[config.mk]
export PLATFORM = sky130hd
export DESIGN_NAME = multi_debouncer
export DESIGN_NICKNAME = d
export VERILOG_FILES = /design/src/rtl/multi_debouncer_pkg.sv /design/src/rtl/multi_debouncer_chan.sv /design/src/rtl/multi_debouncer.sv
export SDC_FILE = /design/constraint.sdc
export NUM_CORES = 1
export LEC_CHECK = 0
export ABC_AREA = 0
export BUFFER_PORTS_ARGS = -buffer_cell sky130_fd_sc_hd__buf_2
export CAP_MARGIN = 15
export CORE_MARGIN = 2
export CORE_UTILIZATION = 40
export DETAILED_ROUTE_END_ITERATION = 7
export SYNTH_ARGS = -nofsm -noshare
export SYNTH_HDL_FRONTEND = slang
export SYNTH_SLANG_ARGS = --single-unit
[constraint.sdc]
create_clock -name clk -period 2.1 [get_ports clk]
set_clock_uncertainty 0.05 [all_clocks]
set_input_delay 0.105 -clock clk [delete_from_list [all_inputs] [get_ports clk]]
set_output_delay 0.105 -clock clk [all_outputs]
set_load 0.01 [all_outputs]
[src/rtl/multi_debouncer_pkg.sv]
// Shared types and constants for the multi-channel debouncer.
package debounce_pkg;

    localparam int unsigned SYNC_STAGES = 2;

    typedef enum logic [1:0] {
        LOW    = 2'd0,
        CHK_HI = 2'd1,
        HIGH   = 2'd2,
        CHK_LO = 2'd3
    } state_e;

    function automatic int unsigned cnt_width(input int unsigned n);
        return (n > 1) ? $clog2(n) : 1;
    endfunction

endpackage

[src/rtl/multi_debouncer_chan.sv]
// One debounce channel: 2-flop synchronizer, 4-state stability FSM, optional edge pulses.
// Edge pulses are built only when MULTI_DEBOUNCER_EDGE_EN is defined.
module debounce_chan
    import debounce_pkg::*;
#(
    parameter int unsigned STABLE_CNT = 16
) (
    input  logic clk,
    input  logic rst_n,
    input  logic tick,
    input  logic in,
    output logic out,
    output logic rise,
    output logic fall
);

    localparam int unsigned    CW       = cnt_width(STABLE_CNT);
    localparam logic [CW-1:0]  CNT_LAST = CW'(STABLE_CNT - 1);

    logic [SYNC_STAGES-1:0] sync_q, sync_d;
    logic                   s;
    state_e                 state_q, state_d;
    logic [CW-1:0]          cnt_q, cnt_d;
    logic                   out_q, out_d;

    always_comb begin
        sync_d = {sync_q[SYNC_STAGES-2:0], in};
        s      = sync_q[SYNC_STAGES-1];
    end

    always_comb begin
        state_d = state_q;
        cnt_d   = cnt_q;
        out_d   = out_q;
        if (tick) begin
            case (state_q)
                LOW: begin
                    if (s) begin
                        state_d = CHK_HI;
                        cnt_d   = CW'(1);
                    end
                end
                CHK_HI: begin
                    if (!s) begin
                        state_d = LOW;
                        cnt_d   = '0;
                    end else if (cnt_q == CNT_LAST) begin
                        state_d = HIGH;
                        out_d   = 1'b1;
                        cnt_d   = '0;
                    end else begin
                        cnt_d = cnt_q + 1'b1;
                    end
                end
                HIGH: begin
                    if (!s) begin
                        state_d = CHK_LO;
                        cnt_d   = CW'(1);
                    end
                end
                CHK_LO: begin
                    if (s) begin
                        state_d = HIGH;
                        cnt_d   = '0;
                    end else if (cnt_q == CNT_LAST) begin
                        state_d = LOW;
                        out_d   = 1'b0;
                        cnt_d   = '0;
                    end else begin
                        cnt_d = cnt_q + 1'b1;
                    end
                end
                default: begin
                    state_d = LOW;
                    cnt_d   = '0;
                    out_d   = 1'b0;
                end
            endcase
        end
    end

    always_ff @(posedge clk or negedge rst_n) begin
        if (!rst_n) begin
            sync_q  <= '0;
            state_q <= LOW;
            cnt_q   <= '0;
            out_q   <= 1'b0;
        end else begin
            sync_q  <= sync_d;
            state_q <= state_d;
            cnt_q   <= cnt_d;
            out_q   <= out_d;
        end
    end

    assign out = out_q;

`ifdef MULTI_DEBOUNCER_EDGE_EN
    logic rise_q, rise_d;
    logic fall_q, fall_d;

    // Derived from the next level so the pulse lands in the same cycle out changes.
    always_comb begin
        rise_d = out_d & ~out_q;
        fall_d = ~out_d & out_q;
    end

    always_ff @(posedge clk or negedge rst_n) begin
        if (!rst_n) begin
            rise_q <= 1'b0;
            fall_q <= 1'b0;
        end else begin
            rise_q <= rise_d;
            fall_q <= fall_d;
        end
    end

    assign rise = rise_q;
    assign fall = fall_q;
`else
    assign rise = 1'b0;
    assign fall = 1'b0;
`endif

endmodule

[src/rtl/multi_debouncer.sv]
// Multi-channel debouncer top: shared sample-tick prescaler plus CHANNELS debounce_chan instances.
// Define MULTI_DEBOUNCER_EDGE_EN to enable the rise/fall one-cycle pulses.
module multi_debouncer
    import debounce_pkg::*;
#(
    parameter int unsigned CHANNELS   = 4,
    parameter int unsigned STABLE_CNT = 16,
    parameter int unsigned TICK_DIV   = 1
) (
    input  logic                clk,
    input  logic                rst_n,
    input  logic [CHANNELS-1:0] in,
    output logic [CHANNELS-1:0] out,
    output logic [CHANNELS-1:0] rise,
    output logic [CHANNELS-1:0] fall
);

    localparam logic [15:0] PRESC_LAST = 16'(TICK_DIV - 1);

    logic [15:0] presc_q, presc_d;
    logic        tick;

    always_comb begin
        tick    = (presc_q == PRESC_LAST);
        presc_d = tick ? '0 : presc_q + 16'd1;
    end

    always_ff @(posedge clk or negedge rst_n) begin
        if (!rst_n) begin
            presc_q <= '0;
        end else begin
            presc_q <= presc_d;
        end
    end

    for (genvar i = 0; i < CHANNELS; i++) begin : g_chan
        debounce_chan #(
            .STABLE_CNT (STABLE_CNT)
        ) u_chan (
            .clk   (clk),
            .rst_n (rst_n),
            .tick  (tick),
            .in    (in[i]),
            .out   (out[i]),
            .rise  (rise[i]),
            .fall  (fall[i])
        );
    end

endmodule

==> qor.yml <==
met1_length_mm: 2.19
postPlaceCellArea_um2: 2650
worstPathMaxFanout: 9
start_kind: "flop"
die_h_um: 83.8
antenna_found_initial: 0
pre_cts_slack_ns: 0.0569
leakage_nw: 1.29
fin_crit_sh: 0.916
crit_family: "simple AND/OR/NAND/NOR gates"
cts_max_level: 2
hpwl_mm: 2.96
post_drt_wl_per_cell_um: 12.7
postSynthCellCount: 242
cts_buffer_depth: 2
final_max_slew_viol_count: 0
cp_data_required_time_ns: 2.21
yosysSeqAreaShare: 0.511
grt_pass1_vias: 1638
maxCapViolations: 0
synth.distinct_cells: 37
grt_pass1_wl_mm: 7.84
ff2ff_setup_slack_ns: 0.18
multiInputGateArea_um2: 1090
drc_errors: 0
ant_nets: 0
ys_ff_latch: 52
cp-startpoint: "presc_q[1]$_DFF_PN0_"
track_usage: 0.135
setup_tns_ns: 0
wl_mm: 4.30
worstMarginPinSlew_ns: 0.648
syn_area_per_cell_um2: 10.5
vias: 1763
setup_viol: 0
worst_r2r_path_depth: 7
slew_headroom: 0.568
drive_gt1_frac: 0.127
grt-ovfl-total: 0
num_rows: 29
worstSetupPathDepth: 7
clk_latency_ns: 0.30
hold_viol: 0
cpMaxStageDelayCell: "dfrtp_1"
cts-root-buf: "clkbuf_8"
die_area_um2: 7030
hold_path_depth: 0
yosysWarnings: 0
max_stage_delay_ns: 0.43
crit_type: "reg -> reg"
clkSinkCount: 52
cts_tree: "done"
dieWidth_um: 83.8
total_power_mw: 1.79
r2r_start: "presc_q[1]$_DFF_PN0_"
viasPerCell: 5.23
final_nets: 271
layout_min_cycle_time_ns: 1.92
rsz0062_at_grt: "no"
top_layer_used: "met4"
grt_max_degree: 28
port_buffers: 9
fin_ws_ns: 0.176
wl_met3_um: 105
nFillCells: 598
hp-class: "reg -> reg"
n_antenna_cell: 0
holdWs_ns: 0.303
gp_congestion: 0.765
crit_chain: "inv_1 -> ha_1 -> nor4b_2 -> nand2_2 -> buf_4 -> nor3_1 -> o221ai_1"
cts_buffers: 5
regArea_um2: 1300
cts.reportedPaths.clkPinSlew_ns: 0.09
core_um2: 6240
power_density_nw_per_um2: 637
syn2layout_area_growth_pct: 10.2
drt_iter0_drc: 72
start_util: 0.408
cp.buffers_inverters: 2
peakVddDrop_mv: 0.426
postLayoutCellArea_um2: 2810
cp_data_arrival_time_ns: 2.04
critPathCapture: "g_chan[1].u_chan.cnt_q[2]$_DFFE_PN0P_"
dr_wl_met2_mm: 1.95
post_cts_buffers: 0
most-common-layout-cells: "dfrtp_1, inv_1, nand2_1"
timing.fmax_mhz: 520
io_pins: 18
regToRegEndpoint: "g_chan[1].u_chan.cnt_q[2]$_DFFE_PN0P_"
status: "complete, no violations"
end_kind: "flop"
syn_area_um2: 2550
final_common_cell: "dfrtp_1"
dr.pass1.iters: 4
## Yosys cell counts
cell	number	area, µm²
o221ai_2	1	15.0
and4_1	1	8.76
nand2_2	1	6.26
buf_6	2	22.5
nor3_1	10	50.1
o41a_1	1	11.3
buf_4	12	90.1
nand2b_1	3	18.8
or2_1	1	6.26
ha_1	6	75.1
o41ai_1	3	26.3
buf_2	4	20.0
nand3b_1	4	30.0
nor4_1	5	31.3
o2bb2ai_1	4	35.0
dfrtp_1	52	1300
nand2_1	17	63.8
xor2_1	6	52.6
o22a_1	5	43.8
o221ai_1	3	26.3
inv_1	19	71.3
nor4b_2	1	15.0
xnor2_1	12	105
conb_1	1	3.75
and2_1	6	37.5
o22ai_1	4	25.0
mux2_2	1	11.3
a21o_1	4	30.0
and3_1	2	12.5
o31ai_1	7	52.6
nand4_1	12	75.1
nor2_1	9	33.8
nand3_1	10	50.1
a2bb2oi_1	3	26.3
o21ai_0	4	20.0
a21oi_1	4	20.0
nor4_2	2	25.0
## state kept, by name (all words and copies together) (netlist names), named ones only
| signal | flops |
|---|---|
| g_chan.u_chan.cnt_q | 16 |
| presc_q | 16 |
| g_chan.u_chan.sync_q | 8 |
| g_chan.u_chan.out | 4 |
| g_chan.u_chan.state_q | 4 |
## per-stage QoR
step	instances	util
2_1_floorplan	249	-
3_3_place_gp	324	0.424
3_5_place_dp	324	0.424
4_1_cts	337	0.447
5_1_grt	337	0.450
6_report	337	0.450
## cell families after synthesis
family / after synthesis / synth area share
other: 1 / 0.00147
multiplexers: 1 / 0.00442
AO/OA/AOI/OAI: 43 / 0.130
adder cells (fa/ha/maj): 6 / 0.0295
AND/OR/NAND/NOR: 84 / 0.182
XOR/XNOR: 18 / 0.0619
buffers and inverters: 37 / 0.0800
flip-flops: 52 / 0.511
## metal layers
| metal | vias up | global-route usage |
|---|---|---|
| li1 | 879 | - |
| met1 | 862 | 0.194 |
| met2 | 18 | 0.208 |
| met3 | 4 | 0.0267 |
| met4 | 0 | 0.0396 |
| met5 | - | 0 |
## report_power, final
part / switching [mW] / internal, mW
combinational: 0.0762 / 0.0601
sequential: 0.0417 / 1.04
clock: 0.303 / 0.269
total: 0.421 / 1.37
## final cells by class
cell class              instances  share of cell area
flip-flops and latches         52               0.463
inverters                      19              0.0254
well taps                      77              0.0343
repair buffers                 21              0.0570
multi-input cells             160               0.388
clock buffers                   8              0.0321
## how the worst min path moves through the flow
stage	start	end	slack (ns)
6_report	g_chan[1].u_chan.sync_q[0]$_DFF_PN0_	g_chan[1].u_chan.sync_q[1]$_DFF_PN0_	0.30
5_1_grt	g_chan[1].u_chan.sync_q[0]$_DFF_PN0_	g_chan[1].u_chan.sync_q[1]$_DFF_PN0_	0.31
4_1_cts	g_chan[1].u_chan.sync_q[0]$_DFF_PN0_	g_chan[1].u_chan.sync_q[1]$_DFF_PN0_	0.31
3_5_place_dp	rst_n	g_chan[0].u_chan.sync_q[1]$_DFF_PN0_	0.12
3_3_place_gp	rst_n	g_chan[0].u_chan.sync_q[1]$_DFF_PN0_	0.13
2_1_floorplan	rst_n	async pin	-0.24
## repair_timing
action / CTS / global route
hold buffers: 5 / 0
resized for setup: 0 / 5
endpoints found under the hold margin: 29 / 0
endpoints found under the setup margin: 0 / 16
Note: power is estimated with default switching activity, not from simulation.
